`src/rtl/game_timer.sv`:
```
// Game clock: NUM_DIGITS-digit BCD seconds timer counting LIMIT->0 or 0->LIMIT, with
// start/pause/load control, one-shot expiry, per-second tick and active-low 7-segment decode.
module game_timer #(
  parameter int unsigned CLOCK_FREQUENCY = 50000000,
  parameter int unsigned NUM_DIGITS      = 2,
  parameter bit          COUNT_DOWN      = 1'b1,
  parameter int unsigned LIMIT           = 60
) (
  input  logic                    ClockIn,
  input  logic                    Reset,
  input  logic                    Start,
  input  logic                    Pause,
  input  logic                    Load,
  input  logic [4*NUM_DIGITS-1:0] LoadValue,
  output logic [4*NUM_DIGITS-1:0] BcdValue,
  output logic [7*NUM_DIGITS-1:0] Hex,
  output logic                    Running,
  output logic                    Done,
  output logic                    Expired,
  output logic                    Tick
);

  localparam int unsigned BW = 4 * NUM_DIGITS;
  localparam int unsigned PW = $clog2(CLOCK_FREQUENCY);
  localparam logic [PW-1:0] PreMax = PW'(CLOCK_FREQUENCY - 1);

  function automatic logic [BW-1:0] to_bcd(input int unsigned v);
    logic [BW-1:0] r;
    int unsigned   rem;
    r   = '0;
    rem = v;
    for (int i = 0; i < NUM_DIGITS; i++) begin
      r[4*i +: 4] = 4'(rem % 10);
      rem         = rem / 10;
    end
    return r;
  endfunction

  function automatic logic [6:0] seg7(input logic [3:0] d);
    logic [6:0] s;
    case (d)
      4'h0:    s = 7'b1000000;
      4'h1:    s = 7'b1111001;
      4'h2:    s = 7'b0100100;
      4'h3:    s = 7'b0110000;
      4'h4:    s = 7'b0011001;
      4'h5:    s = 7'b0010010;
      4'h6:    s = 7'b0000010;
      4'h7:    s = 7'b1111000;
      4'h8:    s = 7'b0000000;
      4'h9:    s = 7'b0010000;
      4'hA:    s = 7'b0001000;
      4'hB:    s = 7'b0000011;
      4'hC:    s = 7'b1000110;
      4'hD:    s = 7'b0100001;
      4'hE:    s = 7'b0000110;
      default: s = 7'b0001110;
    endcase
    return s;
  endfunction

  localparam logic [BW-1:0] LimitBcd = to_bcd(LIMIT);
  localparam logic [BW-1:0] HomeVal  = COUNT_DOWN ? LimitBcd : '0;
  localparam logic [BW-1:0] TermVal  = COUNT_DOWN ? '0 : LimitBcd;

  typedef enum logic [1:0] {StIdle, StRun, StPaused, StDone} state_e;

  state_e        state_q, state_d;
  logic [BW-1:0] value_q, value_d;
  logic [PW-1:0] pre_q, pre_d;
  logic          tick_q, tick_d;
  logic          expired_q, expired_d;

  logic [BW-1:0] step_val;
  logic [BW-1:0] load_clamped;
  logic          carry;
  logic [3:0]    digit;

  // One-second BCD step; the carry/borrow ripples through digits that wrap.
  always_comb begin
    step_val = value_q;
    carry    = 1'b1;
    digit    = '0;
    for (int i = 0; i < NUM_DIGITS; i++) begin
      digit = value_q[4*i +: 4];
      if (carry) begin
        if (COUNT_DOWN) begin
          if (digit == 4'd0) begin
            step_val[4*i +: 4] = 4'd9;
          end else begin
            step_val[4*i +: 4] = digit - 4'd1;
            carry              = 1'b0;
          end
        end else begin
          if (digit >= 4'd9) begin
            step_val[4*i +: 4] = 4'd0;
          end else begin
            step_val[4*i +: 4] = digit + 4'd1;
            carry              = 1'b0;
          end
        end
      end
    end
  end

  always_comb begin
    load_clamped = '0;
    for (int i = 0; i < NUM_DIGITS; i++) begin
      load_clamped[4*i +: 4] = (LoadValue[4*i +: 4] > 4'd9) ? 4'd9 : LoadValue[4*i +: 4];
    end
  end

  always_comb begin
    state_d   = state_q;
    value_d   = value_q;
    pre_d     = pre_q;
    tick_d    = 1'b0;
    expired_d = 1'b0;
    if (Load) begin
      value_d = load_clamped;
      pre_d   = PreMax;
      state_d = StIdle;
    end else begin
      unique case (state_q)
        StIdle: begin
          if (Start) begin
            if (value_q != TermVal) begin
              state_d = StRun;
              pre_d   = PreMax;
            end else begin
              state_d   = StDone;
              expired_d = 1'b1;
            end
          end
        end
        StDone: begin
          if (Start) begin
            value_d = HomeVal;
            pre_d   = PreMax;
            state_d = StRun;
          end
        end
        StRun: begin
          // A tick coinciding with Pause still counts; reaching terminal overrides the pause.
          if (Pause) state_d = StPaused;
          if (pre_q == '0) begin
            pre_d   = PreMax;
            tick_d  = 1'b1;
            value_d = step_val;
            if (step_val == TermVal) begin
              state_d   = StDone;
              expired_d = 1'b1;
            end
          end else begin
            pre_d = pre_q - PW'(1);
          end
        end
        StPaused: begin
          if (!Pause) state_d = StRun;
        end
        default: state_d = StIdle;
      endcase
    end
  end

  always_ff @(posedge ClockIn or posedge Reset) begin
    if (Reset) begin
      state_q   <= StIdle;
      value_q   <= HomeVal;
      pre_q     <= PreMax;
      tick_q    <= 1'b0;
      expired_q <= 1'b0;
    end else begin
      state_q   <= state_d;
      value_q   <= value_d;
      pre_q     <= pre_d;
      tick_q    <= tick_d;
      expired_q <= expired_d;
    end
  end

  always_comb begin
    Hex = '0;
    for (int i = 0; i < NUM_DIGITS; i++) begin
      Hex[7*i +: 7] = seg7(value_q[4*i +: 4]);
    end
  end

  assign BcdValue = value_q;
  assign Running  = (state_q == StRun);
  assign Done     = (state_q == StDone);
  assign Expired  = expired_q;
  assign Tick     = tick_q;

endmodule

```
`config.mk`:
```
export PLATFORM = sky130hd
export DESIGN_NAME = game_timer
export DESIGN_NICKNAME = d
export VERILOG_FILES = /design/src/rtl/game_timer.sv
export SDC_FILE = /design/constraint.sdc
export NUM_CORES = 1
export LEC_CHECK = 0
export BUFFER_PORTS_ARGS = -buffer_cell sky130_fd_sc_hd__buf_4
export CAP_MARGIN = 40
export CORE_MARGIN = 2
export CORE_UTILIZATION = 60
export DETAILED_ROUTE_END_ITERATION = 16
export PLACE_DENSITY = 0.83
export REMOVE_ABC_BUFFERS = 1
export SYNTH_ARGS = -nofsm -noshare
export SYNTH_HDL_FRONTEND = slang
export SYNTH_SLANG_ARGS = --single-unit
```
`constraint.sdc`:
```
create_clock -name ClockIn -period 4.46 [get_ports ClockIn]
set_clock_uncertainty 0.05 [all_clocks]
set_input_delay 0.892 -clock ClockIn [delete_from_list [all_inputs] [get_ports ClockIn]]
set_output_delay 0.892 -clock ClockIn [all_outputs]
set_load 0.1 [all_outputs]
```
==> impl_results.rst <==
.. list-table::
   :header-rows: 1

   * - Metric
     - Value
   * - Status
     - completed
   * - Start-to-end type of the worst setup path
     - reg2reg
   * - Number of clock buffers inserted by TritonCTS
     - 5
   * - Worst-margin pin slew
     - 0.8695 ns
   * - EDFF count, synth
     - 0
   * - Setup repair after global routing missed its margin
     - no
   * - Maximum net fanout on the critical path
     - 11
   * - Effective utilization at floorplan
     - 0.6220
   * - Die Width
     - roughly 74 um
   * - Yosys Warn Count
     - 0
   * - Maxcap violations
     - 0
   * - Fin. Hold Viols
     - 0
   * - Most used flip-flop cell after synthesis
     - sky130_fd_sc_hd__dfstp_2
   * - Clock-pin slew on the worst setup and hold paths
     - ~0.08 ns
   * - Area inside the core boundary
     - approximately 4700 um^2
   * - TritonCTS clock tree
     - built
   * - Average routed wire per standard cell
     - around 17 um
   * - Parity-gate share of the synthesized area counting xor and xnor cells
     - 0.01491
   * - Sequential share of the synthesized area
     - 0.3322
   * - Antenna violations before repair
     - 0
   * - Total global routing track utilization
     - 0.2854
   * - Share of synthesized flip-flops with an asynchronous set or reset
     - 1.000
   * - Cell with the most instances after synthesis
     - sky130_fd_sc_hd__nand2_1
   * - TritonRoute pass-1 iters
     - 5
   * - Largest family of logic cells by synthesized area
     - simple AND/OR/NAND/NOR gates
   * - Share of synthesized area spent on multiplexers
     - 0.06516
   * - Number of port buffers
     - 38
   * - Kind of end point of the critical path
     - flip-flop
   * - Clock insertion delay at the later pin of the skew report
     - 0.30 ns
   * - Post-DR vias/cell
     - 6.285
   * - Fraction of the mapped netlist area in adder cells
     - 0.07666
   * - Via count of the routed design
     - approximately 2800
   * - Maximum clock insertion buffer count
     - 2
   * - Number of global-route vias before repair
     - around 2500
   * - Number of clock sinks seen by CTS
     - 38
   * - Count of different cell masters after synthesis
     - 60
   * - Type of the worst min-delay path
     - reg2reg
   * - Worst endpoint required time
     - about 4.6 ns
   * - Ports placed on the boundary
     - 39
   * - Routability-driven placement congestion ratio
     - about 0.9
   * - Number of nets still failing antenna checks after routing
     - 0
   * - Leading cell types by total area after synthesis
     - sky130_fd_sc_hd__dfstp_2 18%, sky130_fd_sc_hd__dfrtp_1 15%, sky130_fd_sc_hd__ha_1 7.7%
   * - Cell accounting for the most synthesized area
     - sky130_fd_sc_hd__dfstp_2
   * - List of most frequent post-synthesis cells
     - 27 x sky130_fd_sc_hd__nand2_1, 23 x sky130_fd_sc_hd__nor2_1, 22 x sky130_fd_sc_hd__a21oi_1
   * - Endpoint arrival time on the critical path
     - approximately 3.5 ns
   * - Netlist Area Pre-Place
     - 2938 um^2
   * - Max-slew headroom at the worst pin
     - 0.4159
   * - Area share of and/or/nand/nor cells after synthesis
     - 0.2496
   * - Drc violations
     - 0
   * - Global-route wire length before repair
     - 12120 um
   * - Height of the chip
     - about 74 um
   * - Hold-fix buffers at CTS
     - 0
   * - Placement Rows
     - 25
   * - Finish-stage setup viols
     - 0
   * - CTS H-Tree Depth
     - 2
   * - Pin count of the biggest net entering global routing
     - 26
   * - DIE AREA
     - ~5500 um^2
   * - Setup TNS
     - 0 ns
   * - Startpoint class of the critical path
     - flip-flop
   * - Post-Syn Instances
     - about 340
   * - Cell chosen for the clock root
     - sky130_fd_sc_hd__clkbuf_8
   * - Detailed-placement wirelength estimate
     - 5310 um
   * - Post-synthesis compound-gate area fraction
     - 0.2138
   * - Number of inserted diodes
     - 0
   * - Fmax
     - between 0.2 and 0.3 GHz
   * - Mean cell area of the mapped netlist
     - 8.615 um^2
   * - Total global routing overflow
     - 0
   * - Fraction of final layout cells sized beyond drive strength 1
     - 0.2399
   * - Total count of max-transition violations in the final report
     - 0
   * - Flop and latch count out of synthesis
     - 38
   * - Area growth, synth to finish
     - 15.59%
   * - Final Critical Period
     - about 3.4 ns
   * - Final layout net count
     - about 400
   * - Crit share post-route
     - 0.7551
   * - Area share of the leading cell type in the synthesized netlist
     - 0.1789
   * - Number of DRC violations after detailed-routing iteration 0
     - around 210
   * - Total routed wirelength
     - around 7400 um
   * - Buffers inserted by post-CTS timing repair
     - 0
   * - Resized cells post-CTS
     - 0
[logic make-up after synthesis]
family | after synthesis
fa+ha+maj | 18
buf+inv | 36
xor+xnor | 5
simple gates | 132
mux | 17
compound gates | 95
flops | 38
[layout make-up]
| type | instances | area [um^2] |
|---|---|---|
| inverter | 17 | 63.81 |
| clock inverter | 2 | 60.06 |
| tap | 67 | 83.83 |
| clock buffer | 6 | 82.58 |
| timing repair buffer | 41 | 307.8 |
| fill | 355 | 1328 |
| sequential | 38 | 975.9 |
| multi-input combinational | 267 | 1822 |
[sequential cells by signal, indices dropped and copies added (netlist names)]
signal,flops
BcdValue,8
pre_q,26
Tick,1
state_q,2
Expired,1
[per-layer routing]
layer  share of wire  global-route usage  vias up
met5               0                   0        -
met4           0.024              0.1111        0
met3           0.069             0.04472       21
met2            0.48              0.4673      120
met1            0.43              0.3829     1279
li1                -                   -     1333
[stage by stage]
step | cells | area, um^2 | setup slack [ns] | utilization | hold slack [ns]
2_1_floorplan | 322 | 2861 | -0.2904 | - | 0.3945
5_1_grt | 438 | 3396 | 0.8532 | 0.7189 | 0.4603
3_5_place_dp | 430 | 3253 | 1.198 | 0.6887 | 0.4284
6_report | 438 | 3396 | 1.092 | 0.7189 | 0.4481
3_3_place_gp | 430 | 3253 | 1.391 | 0.6887 | 0.4070
4_1_cts | 438 | 3396 | 1.155 | 0.7189 | 0.4484
[layout by cell type (no fill, tap or decap), types with 3 or more instances in the layout]
master                      instances
sky130_fd_sc_hd__or3_1             10
sky130_fd_sc_hd__nand2b_1           8
sky130_fd_sc_hd__dfrtp_1           18
sky130_fd_sc_hd__buf_4             41
sky130_fd_sc_hd__nor2b_1            5
sky130_fd_sc_hd__a2111oi_0          3
sky130_fd_sc_hd__ha_1              18
sky130_fd_sc_hd__a31oi_1           11
sky130_fd_sc_hd__clkbuf_8           6
sky130_fd_sc_hd__o21ai_0           20
sky130_fd_sc_hd__nor4_1             6
sky130_fd_sc_hd__nor3_1            12
sky130_fd_sc_hd__mux2_2             7
sky130_fd_sc_hd__nor2_1            23
sky130_fd_sc_hd__o21ai_1            3
sky130_fd_sc_hd__xnor2_1            5
sky130_fd_sc_hd__dfstp_2           20
sky130_fd_sc_hd__nor4b_1            4
sky130_fd_sc_hd__or4_1             10
sky130_fd_sc_hd__mux2i_1            9
sky130_fd_sc_hd__inv_1             16
sky130_fd_sc_hd__nand3_1           10
sky130_fd_sc_hd__nand2_1           27
sky130_fd_sc_hd__o31ai_1            9
sky130_fd_sc_hd__a21oi_1           22
sky130_fd_sc_hd__a211oi_1           4
[worst max-delay path: stages, from the launching register on]
cell and delay [ns]:
sky130_fd_sc_hd__dfrtp_1 0.52, sky130_fd_sc_hd__inv_1 0.16, sky130_fd_sc_hd__ha_1 0.25, sky130_fd_sc_hd__or3b_2 0.60, sky130_fd_sc_hd__o311ai_1 0.76, sky130_fd_sc_hd__nand2_1 0.46, sky130_fd_sc_hd__nand2_2 0.35, sky130_fd_sc_hd__nand3_1 0.11
[path summary, 6_finish.rpt]
| check | from | endpoint | slack (ns) | cells after the start |
|---|---|---|---|---|
| setup / recovery | BcdValue[0] | pre_q[17] | 1.09 | 7 |
| hold / removal | pre_q[6] | pre_q[6] | 0.45 | 2 |
| setup reg to reg | BcdValue[0] | pre_q[17] | 1.09 | 7 |
| hold reg to reg | pre_q[6] | pre_q[6] | 0.45 | 2 |
| max in group asynchronous | Reset | pre_q[0] | 2.91 | 3 |
| min in group asynchronous | Reset | pre_q[9] | 0.65 | 2 |
Power is not shown: default switching activity piles up to over one toggle a cycle in this logic, so the estimate is an artifact.
